$ cat config.mk
export PLATFORM = sky130hd
export DESIGN_NAME = uart_tx_arb
export DESIGN_NICKNAME = d
export VERILOG_FILES = /design/src/rtl/uart_pkg.sv /design/src/rtl/rr_pick.sv /design/src/rtl/uart_tx_arb.sv
export SDC_FILE = /design/constraint.sdc
export NUM_CORES = 1
export LEC_CHECK = 0
export ABC_CLOCK_PERIOD_IN_PS = 3900
export BUFFER_PORTS_ARGS = -buffer_cell sky130_fd_sc_hd__buf_2
export CORE_MARGIN = 2
export CORE_UTILIZATION = 53
export DETAILED_ROUTE_END_ITERATION = 7
export PLACE_DENSITY = 0.85
export SLEW_MARGIN = 40
export SYNTH_ARGS = -nofsm -noshare
export SYNTH_HDL_FRONTEND = slang
export SYNTH_SLANG_ARGS = --single-unit
$ cat constraint.sdc
create_clock -name i_clk -period 3.9 [get_ports i_clk]
set_input_delay 0.39 -clock i_clk [delete_from_list [all_inputs] [get_ports i_clk]]
set_output_delay 0.39 -clock i_clk [all_outputs]
set_load 0.05 [all_outputs]
$ cat src/rtl/uart_pkg.sv
// uart_pkg: shared timing constants, arbiter state encoding and parameter bounds for the uart blocks.
package uart_pkg;
  localparam int CLKS_PER_BIT = 434;
  localparam int CLOCK_PERIOD_NS = 20;
  localparam int N_REQ_MIN = 2;
  localparam int N_REQ_MAX = 8;
  localparam int MAX_BURST_MIN = 1;
  localparam int MAX_BURST_MAX = 255;
  typedef enum logic [1:0] {ARB_IDLE, ARB_WAIT_DONE, ARB_GAP} tx_arb_state_t;
endpackage

$ cat src/rtl/rr_pick.sv
// rr_pick: rotate-priority encoder, first set request at or above start_i with wrap-around.
module rr_pick #(
  parameter int N = 4
) (
  input  logic [N-1:0]         req_i,
  input  logic [$clog2(N)-1:0] start_i,
  output logic [$clog2(N)-1:0] idx_o,
  output logic                 found_o
);
  localparam int W = $clog2(N);
  logic [W-1:0] k;
  // scan farthest offset first so the nearest request overwrites it
  always_comb begin
    idx_o = '0;
    k = '0;
    for (int i = N - 1; i >= 0; i--) begin
      k = W'((int'(start_i) + i) % N);
      if (req_i[k]) idx_o = k;
    end
  end
  assign found_o = |req_i;
endmodule

$ cat src/rtl/uart_tx_arb.sv
// uart_tx_arb: shares one uart_tx between N_REQ byte streams with round-robin
// arbitration and a capped burst lock that keeps messages contiguous.
module uart_tx_arb
  import uart_pkg::*;
#(
  parameter int N_REQ = 4,
  parameter int MAX_BURST = 16
) (
  input  logic                     i_clk,
  input  logic                     i_rst,
  input  logic [N_REQ-1:0]         i_req_valid,
  input  logic [8*N_REQ-1:0]       i_req_byte,
  input  logic [N_REQ-1:0]         i_req_last,
  output logic [N_REQ-1:0]         o_req_ack,
  output logic                     o_tx_byte_rdy,
  output logic [7:0]               o_tx_byte,
  input  logic                     i_tx_busy,
  input  logic                     i_tx_done,
  output logic [$clog2(N_REQ)-1:0] o_grant_id,
  output logic                     o_busy
);
  localparam int GW = $clog2(N_REQ);
  tx_arb_state_t state_q, state_d;
  logic [GW-1:0] ptr_q, ptr_d, lock_id_q, lock_id_d, gid_q, gid_d, pick, g;
  logic lock_v_q, lock_v_d, rdy_q, rdy_d, found, lock_hit, issue, keep;
  logic [7:0] burst_q, burst_d, cnt, byte_q, byte_d;
  logic [N_REQ-1:0] ack_q, ack_d;
  logic [7:0] req_bytes [N_REQ];
  for (genvar k = 0; k < N_REQ; k++) begin : g_bytes
    assign req_bytes[k] = i_req_byte[8*k +: 8];
  end
  rr_pick #(.N(N_REQ)) u_pick (
    .req_i  (i_req_valid),
    .start_i(ptr_q),
    .idx_o  (pick),
    .found_o(found)
  );
  // an absent lock owner falls back to round-robin in the same cycle
  assign lock_hit = lock_v_q && i_req_valid[lock_id_q];
  assign g = lock_hit ? lock_id_q : pick;
  assign cnt = lock_hit ? burst_q : '0;
  assign keep = !i_req_last[g] && ({1'b0, cnt} + 9'd1 < 9'(MAX_BURST));
  assign issue = (state_q == ARB_IDLE) && !i_tx_busy && found;
  always_comb begin
    state_d = issue ? ARB_WAIT_DONE :
              (state_q == ARB_WAIT_DONE && i_tx_done) ? ARB_GAP :
              (state_q == ARB_GAP) ? ARB_IDLE : state_q;
    rdy_d = issue;
    ack_d = issue ? N_REQ'(1) << g : '0;
    byte_d = issue ? req_bytes[g] : byte_q;
    gid_d = issue ? g : gid_q;
    ptr_d = !issue ? ptr_q : (g == GW'(N_REQ - 1)) ? '0 : g + 1'b1;
    lock_v_d = issue ? keep : lock_v_q;
    lock_id_d = issue ? g : lock_id_q;
    burst_d = !issue ? burst_q : keep ? cnt + 8'd1 : '0;
  end
  always_ff @(posedge i_clk or posedge i_rst) begin
    if (i_rst) begin
      state_q <= ARB_IDLE;
      ptr_q <= '0;
      lock_v_q <= 1'b0;
      lock_id_q <= '0;
      burst_q <= '0;
      byte_q <= '0;
      gid_q <= '0;
      rdy_q <= 1'b0;
      ack_q <= '0;
    end else begin
      state_q <= state_d;
      ptr_q <= ptr_d;
      lock_v_q <= lock_v_d;
      lock_id_q <= lock_id_d;
      burst_q <= burst_d;
      byte_q <= byte_d;
      gid_q <= gid_d;
      rdy_q <= rdy_d;
      ack_q <= ack_d;
    end
  end
  assign o_req_ack = ack_q;
  assign o_tx_byte_rdy = rdy_q;
  assign o_tx_byte = byte_q;
  assign o_grant_id = gid_q;
  assign o_busy = state_q != ARB_IDLE;
endmodule

==> results of run 1 <==
[cells by family after synthesis]
kind of cell | Yosys count | share of synthesized area (%)
adder cells (fa/ha/maj) | 5 | 3.823
buffers and inverters | 17 | 4.281
flip-flops | 28 | 42.81
AND/OR/NAND/NOR | 53 | 15.44
multiplexers | 26 | 16.51
AO/OA/AOI/OAI | 41 | 17.13
[flip-flops by register name (all words and copies together), names as in the netlist]
name,cells
o_tx_byte_rdy,1
burst_q,8
state_q,2
lock_v_q,1
o_tx_byte,8
ptr_q,2
o_grant_id,2
o_req_ack,4
[routing by layer]
metal	wire length (um)	up-vias	share of wire, %
met5	0	-	0
met4	66	0	1.9
met3	218	7	6.2
met2	1654	54	47
met1	1574	660	45
li1	-	719	-
[stage by stage]
| step | cells | total power, mW | util (%) | cell area [um2] | worst slack [ps] |
|---|---|---|---|---|---|
| after floorplan | 170 | 1.141 | - | 1637 | 1235 |
| after global placement | 256 | 1.305 | 64.88 | 1948 | 1204 |
| after detailed placement | 256 | 1.323 | 64.88 | 1948 | 1217 |
| after CTS | 259 | 1.441 | 65.63 | 1971 | 1169 |
| after global routing | 259 | 1.537 | 65.63 | 1971 | 746.7 |
| final | 259 | 1.431 | 65.63 | 1971 | 1138 |
[worst register-to-register path: cells and delay by family (launching register included)]
kind	cells	cell delay, ps
flops	1	480
fa+ha+maj	1	230
simple gates	5	1080
compound gates	3	540
mux	1	330
[power groups by stage]
stage / sequential [mW] / combinational [mW] / clock (mW)
finish: 0.458 / 0.858 / 0.115
global route: 0.473 / 0.932 / 0.132
CTS: 0.457 / 0.865 / 0.119
detailed placement: 0.463 / 0.860 / 0
global placement: 0.461 / 0.844 / 0
floorplan: 0.664 / 0.477 / 0
[layout by cell type (no fill, tap or decap), drive strengths merged]
master,netlist,final
a2111o,1,1
a31oi,3,3
a31o,2,2
a2111oi,2,2
nand3,3,3
mux2,8,8
a221oi,1,1
nor3,1,1
nand2,25,25
a21o,2,2
mux2i,18,18
ha,5,5
or2,2,2
clkbuf,4,3
nor4,1,1
o311ai,1,1
a41oi,1,1
o2111ai,1,1
inv,9,9
o21a,1,1
o22ai,2,2
a311o,1,1
dfrtp,28,28
a21boi,1,1
a21oi,4,4
or2b,1,1
clkinv,1,1
buf,3,60
nand2b,3,3
nor2b,1,1
o21ai,14,14
o31ai,4,4
and3,1,1
and2,9,9
nor2,6,6
[worst max path at each step]
stage / depth (start not counted) / startpoint / slack [ps] / to
finish: 10 / o_grant_id[0]$_DFFE_PP0P_ / 1140 / burst_q[1]$_DFFE_PP0P_
global route: 10 / o_grant_id[0]$_DFFE_PP0P_ / 750 / burst_q[2]$_DFFE_PP0P_
CTS: 10 / o_grant_id[0]$_DFFE_PP0P_ / 1170 / burst_q[2]$_DFFE_PP0P_
detailed placement: 11 / i_req_valid[3] / 1220 / burst_q[1]$_DFFE_PP0P_
global placement: 6 / o_grant_id[1]$_DFFE_PP0P_ / 1200 / burst_q[1]$_DFFE_PP0P_
floorplan: 10 / o_grant_id[0]$_DFFE_PP0P_ / 1240 / burst_q[2]$_DFFE_PP0P_
[layout make-up]
| type | count | area [um2] |
|---|---|---|
| multi-input cells | 125 | 865.8 |
| inverters | 10 | 37.54 |
| clock buffers | 3 | 22.52 |
| flip-flops and latches | 28 | 700.7 |
| fillers | 266 | 1032 |
| repair buffers | 60 | 302.8 |
| well taps | 33 | 41.29 |
==> impl_metrics.csv, run 1 <==
group,metric,value,unit
power_and_ir_drop,seq_power_share,32.0,%
drt,antenna_left,0,
die,ios,60,
power_and_ir_drop,internal-power,0.7131,mW
clock_tree,cts_tree,"yes",
timing,rsz0062_at_grt,"no",
synthesis,synthArstFlopShare,100.0,%
grt,grt_pass1_wl,6196,um
clock_tree,clock-sinks,28,
clock_tree,root_buffer,"clkbuf_4",
timing,max_slew_margin,53.14,%
synthesis,ys_types,38,
synthesis,yosysSeqAreaShare,42.81,%
drt,num_vias,1440,
timing,max_freq,362.1,MHz
final_layout,nNetsFinal,277,
power_and_ir_drop,p_leak,1.018,nW
synthesis,synth.area.top_cells,"dfrtp_1, mux2i_1, nand2_1, mux2_2, o21ai_0",
die,rows,20,
setup_path,slowest_delay,500,ps
setup_path,crit_chain,"mux2i_1 -> nor2_1 -> nor2b_1 -> nor2_1 -> ha_1 -> a31oi_1 -> a41oi_1 -> nor4_1 -> nor2_1 -> o31ai_1",
grt,met2_usage,39.56,%
power_and_ir_drop,peakVddDrop,0.3970,mV
synthesis,avgSynthCellArea,9.627,um2
clock_tree,cts_buffers,3,
timing,hold_slack,97.64,ps
flow_run,maxCapViolCount,0,
synthesis,yosys_warnings,0,
timing,finalHoldViolations,0,
setup_path,r2r_start,"o_grant_id[0]$_DFFE_PP0P_",
synthesis,yosys.area.top_type_share,42.81,%
grt,grt_overflow_total,0,
setup_path,worst_path_most_repeated_cell,"nor2_1",
grt,use_met1,29.24,%
grt,grt_antenna_before_repair,0,
power_and_ir_drop,power_density,726.0,nW/um2
clock_tree,cts_resized,0,
setup_path,rrSetupSlack,1140,ps
setup_path,cpMaxStageDelayCell,"nor4_1",
synthesis,syn-num-nets,219,
setup_path,cp_max_fo,6,
timing,drv_slew,0,
setup_path,reg2reg_to,"burst_q[1]$_DFFE_PP0P_",
timing,period_share,70.82,%
clock_tree,cts_buffer_depth,2,
setup_path,required,4120,ps
synthesis,yosysMostFrequentCell,"dfrtp_1",
die,dieArea,3549,um2
drt,first_pass_iters,4,
grt,met3_usage,3.275,%
grt,grt_max_degree,29,
power_and_ir_drop,pwr-share-clk,8.0,%
synthesis,synth_ff_type,"dfrtp_1",
timing,fin_skew,10.51,ps
clock_tree,htreeDepth,1,
die,start_util,54.50,%
drt,drt_iter0_drc,90,
die,die-width,59.57,um
drt,drcViolationCount,0,
clock_tree,post-cts-setup-buffers,0,
drt,wl,3513,um
synthesis,synth_commonest_cells,"dfrtp_1, nand2_1, mux2i_1",
clock_tree,path_clk_slew,140,ps
final_layout,diodes,0,
placed_design,hpwlAfterDp,2774,um
hold_path,min_path_type,"in2async",
setup_path,cp_num_buf_inv,0,
synthesis,synth-seq-cells,28,
timing,tightest_slew,703.0,ps
placed_design,io_buffers,59,
synthesis,synth_cells,170,
synthesis,synth_top_cell_by_area,"dfrtp_1",
power_and_ir_drop,netSwitchingFraction,50.16,%
synthesis,synth_edf_count,0,
timing,fin_crit,2762,ps
run_status,outcome,"finished clean",
timing,tns,0,ps
grt,grt_pass1_vias,1456,
grt,busiest_layer,"met2",
power_and_ir_drop,pwr-share-comb,60.0,%
setup_path,critPathTopFamily,"simple AND/OR/NAND/NOR gates",
setup_path,worst_r2r_path_depth,10,
final_layout,layout-drive-gt1-share,33.63,%
setup_path,criticalPathCategory,"reg2reg",
clock_tree,insertion_delay,330,ps
setup_path,cp-end-kind,"flip-flop",
synthesis,syn_area,1637,um2
grt,track_usage,23.25,%
drt,routedWlPerCell,13.56,um
power_and_ir_drop,p_switching,0.7176,mW
setup_path,startpoint_type,"flip-flop",
die,core,3003,um2
die,die_h,59.57,um
timing,setup_viol,0,
placed_design,place.gp.congestion,0.8890,
drt,avgViaCountPerCell,5.560,
clock_tree,hold_buffers,0,
setup_path,critical_path_arrival,2980,ps
final_layout,area_delta_synth_final,20.41,%
(Power assumes the default switching activity.)
==> inputs of run 2 (changes only) <==
- ABC_CLOCK_PERIOD_IN_PS: 3900 -> 2800
- CORE_UTILIZATION: 53 -> 49
- PLACE_DENSITY: 0.85 -> 0.79
- clock period: 3.9 -> 2.8 ns (I/O delays scaled with it)
==> run 2 against run 1 <==
Via count is 3.0% lower. Flip-flop and latch count stayed put. First-iteration DRC count is 36% lower. Register-to-register slack worse by 800 ps. Sequential power is 40% higher. Clock power is 67% higher. Global-route usage is 4.3 points lower. Design area is 3.4% higher. Critical endpoint is now o_tx_byte[6]$_DFFE_PP0P_. Critical path type unchanged. Die area is 7.6% higher. Total power is 42% higher. Maximum frequency is 12% higher. Combinational power is 40% higher.
==> impl_metrics.csv, run 2 (synthesis gave the netlist of run 1 again) <==
group,metric,value,unit
clock_tree,htreeDepth,1,
flow_run,maxCapViolCount,0,
placed_design,io_buffers,59,
grt,grt_max_degree,36,
grt,track_usage,18.90,%
setup_path,critPathTopFamily,"multiplexers",
grt,grt_pass1_wl,5388,um
drt,first_pass_iters,4,
timing,drv_slew,0,
setup_path,criticalPathCategory,"reg2reg",
drt,antenna_left,0,
clock_tree,insertion_delay,330,ps
drt,routedWlPerCell,11.63,um
setup_path,crit_chain,"mux2i_2 -> o22ai_1 -> buf_4 -> a2111o_1 -> nand2_1 -> mux2_2 -> o21ai_0",
drt,num_vias,1397,
die,die-width,61.79,um
power_and_ir_drop,p_leak,1.042,nW
setup_path,cp-end-kind,"flip-flop",
final_layout,nNetsFinal,279,
final_layout,diodes,0,
setup_path,worstSetupPathDepth,7,
clock_tree,cts_tree,"yes",
die,die_h,61.79,um
grt,busiest_layer,"met2",
grt,met3_usage,3.934,%
timing,fin_skew,9.379,ps
timing,tightest_slew,545.0,ps
drt,avgViaCountPerCell,5.117,
final_layout,fillers,289,
setup_path,cp_num_buf_inv,1,
placed_design,placed_area,1971,um2
hold_path,min_path_type,"in2reg",
power_and_ir_drop,p_switching,0.9942,mW
clock_tree,cts_buffers,3,
clock_tree,path_clk_slew,140,ps
final_layout,layout_commonest_cell,"buf_2",
clock_tree,cts_buffer_depth,2,
final_layout,stdcell_area,2038,um2
grt,grt_pass1_vias,1344,
setup_path,worst_r2r_path_depth,7,
hold_path,min_path_cells,2,
die,dieArea,3818,um2
power_and_ir_drop,netSwitchingFraction,48.97,%
grt,grt_antenna_before_repair,0,
run_status,outcome,"finished clean",
die,ios,60,
timing,rsz0062_at_grt,"no",
final_layout,layout-drive-gt1-share,35.37,%
power_and_ir_drop,internal-power,1.036,mW
setup_path,slowest_delay,500,ps
final_layout,area_delta_synth_final,24.54,%
placed_design,hpwlAfterDp,2492,um
timing,max_freq,405.6,MHz
setup_path,startpoint_type,"flip-flop",
clock_tree,root_buffer,"clkbuf_4",
power_and_ir_drop,power_density,996.0,nW/um2
drt,drcViolationCount,0,
grt,grt_overflow_total,0,
power_and_ir_drop,seq_power_share,31.5,%
power_and_ir_drop,pwr-share-clk,9.5,%
die,core,3103,um2
final_layout,final_cell_mix,"buf_2, dfrtp_1, nand2_1, mux2i_1, o21ai_0",
grt,use_met1,24.11,%
timing,max_slew_margin,63.66,%
clock_tree,clock-sinks,28,
setup_path,critical_path_arrival,2720,ps
grt,met2_usage,31.73,%
die,start_util,52.74,%
timing,fin_crit,2466,ps
timing,period_share,88.06,%
die,rows,20,
setup_path,required,3050,ps
placed_design,place.gp.congestion,0.8887,
timing,tns,0,ps
clock_tree,post-cts-setup-buffers,0,
timing,finalHoldViolations,0,
power_and_ir_drop,peakVddDrop,0.6430,mV
drt,drt_iter0_drc,58,
setup_path,cpMaxStageDelayCell,"dfrtp_1",
drt,wl,3176,um
power_and_ir_drop,pwr-share-comb,59.1,%
timing,setup_viol,0,
setup_path,cp_max_fo,12,
-- run 2: worst reg2reg max path, stage by stage (launching register included) --
cell      delay [ps]
dfrtp_1          500
mux2i_2          320
o22ai_1          140
buf_4            150
a2111o_1         330
nand2_1          400
mux2_2           390
o21ai_0          160
-- run 2: layout make-up --
class	instances	area, um2	area share (%)
Tap cell	44	55.05	2.701
Inverter	10	37.54	1.842
Sequential cell	28	700.7	34.38
Multi-Input combinational cell	125	888.4	43.59
Clock buffer	4	36.28	1.780
Timing Repair Buffer	62	320.3	15.72
-- run 2: final timing paths --
kind	from	to	slack, ps
setup / recovery	o_grant_id[0]$_DFFE_PP0P_	o_tx_byte[6]$_DFFE_PP0P_	330
max in group asynchronous	i_rst	ptr_q[0]$_DFFE_PP0P_	1920
min in group asynchronous	i_rst	o_tx_byte[6]$_DFFE_PP0P_	520
setup reg to reg	o_grant_id[0]$_DFFE_PP0P_	o_tx_byte[6]$_DFFE_PP0P_	330
hold reg to reg	o_tx_byte[7]$_DFFE_PP0P_	o_tx_byte[7]$_DFFE_PP0P_	500
hold / removal	i_tx_done	state_q[1]$_DFFE_PP0P_	170
-- run 2: what timing repair did --
item	CTS	global route
hold buffers	1	0
endpoints found under the setup margin	1	4
hold endpoints to repair	13	0
resized for setup	1	3
-- run 2: power by group through the flow --
| stage | logic (mW) | registers (mW) | clock network, mW |
|---|---|---|---|
| floorplan | 0.664 | 0.925 | 0 |
| global placement | 1.20 | 0.642 | 0 |
| detailed placement | 1.21 | 0.643 | 0 |
| CTS | 1.21 | 0.638 | 0.196 |
| global route | 1.32 | 0.660 | 0.210 |
| finish | 1.20 | 0.639 | 0.192 |
-- run 2: per-layer routing --
layer,up-vias,part of all wire [%]
met1,620,45
met4,0,1.1
met3,5,6.2
met2,47,47
li1,725,-
met5,-,0
-- run 2: per-stage QoR --
step	cells	total power, mW	util (%)	hold WS (ps)	setup slack (ps)
2_1_floorplan	170	1.589	-	345.4	135.2
3_3_place_gp	268	1.839	63.47	457.4	39.71
3_5_place_dp	268	1.850	63.51	363.1	-0.4048
4_1_cts	273	2.046	65.20	171.1	194.0
5_1_grt	273	2.190	65.69	176.8	33.65
6_report	273	2.030	65.69	168.9	334.3
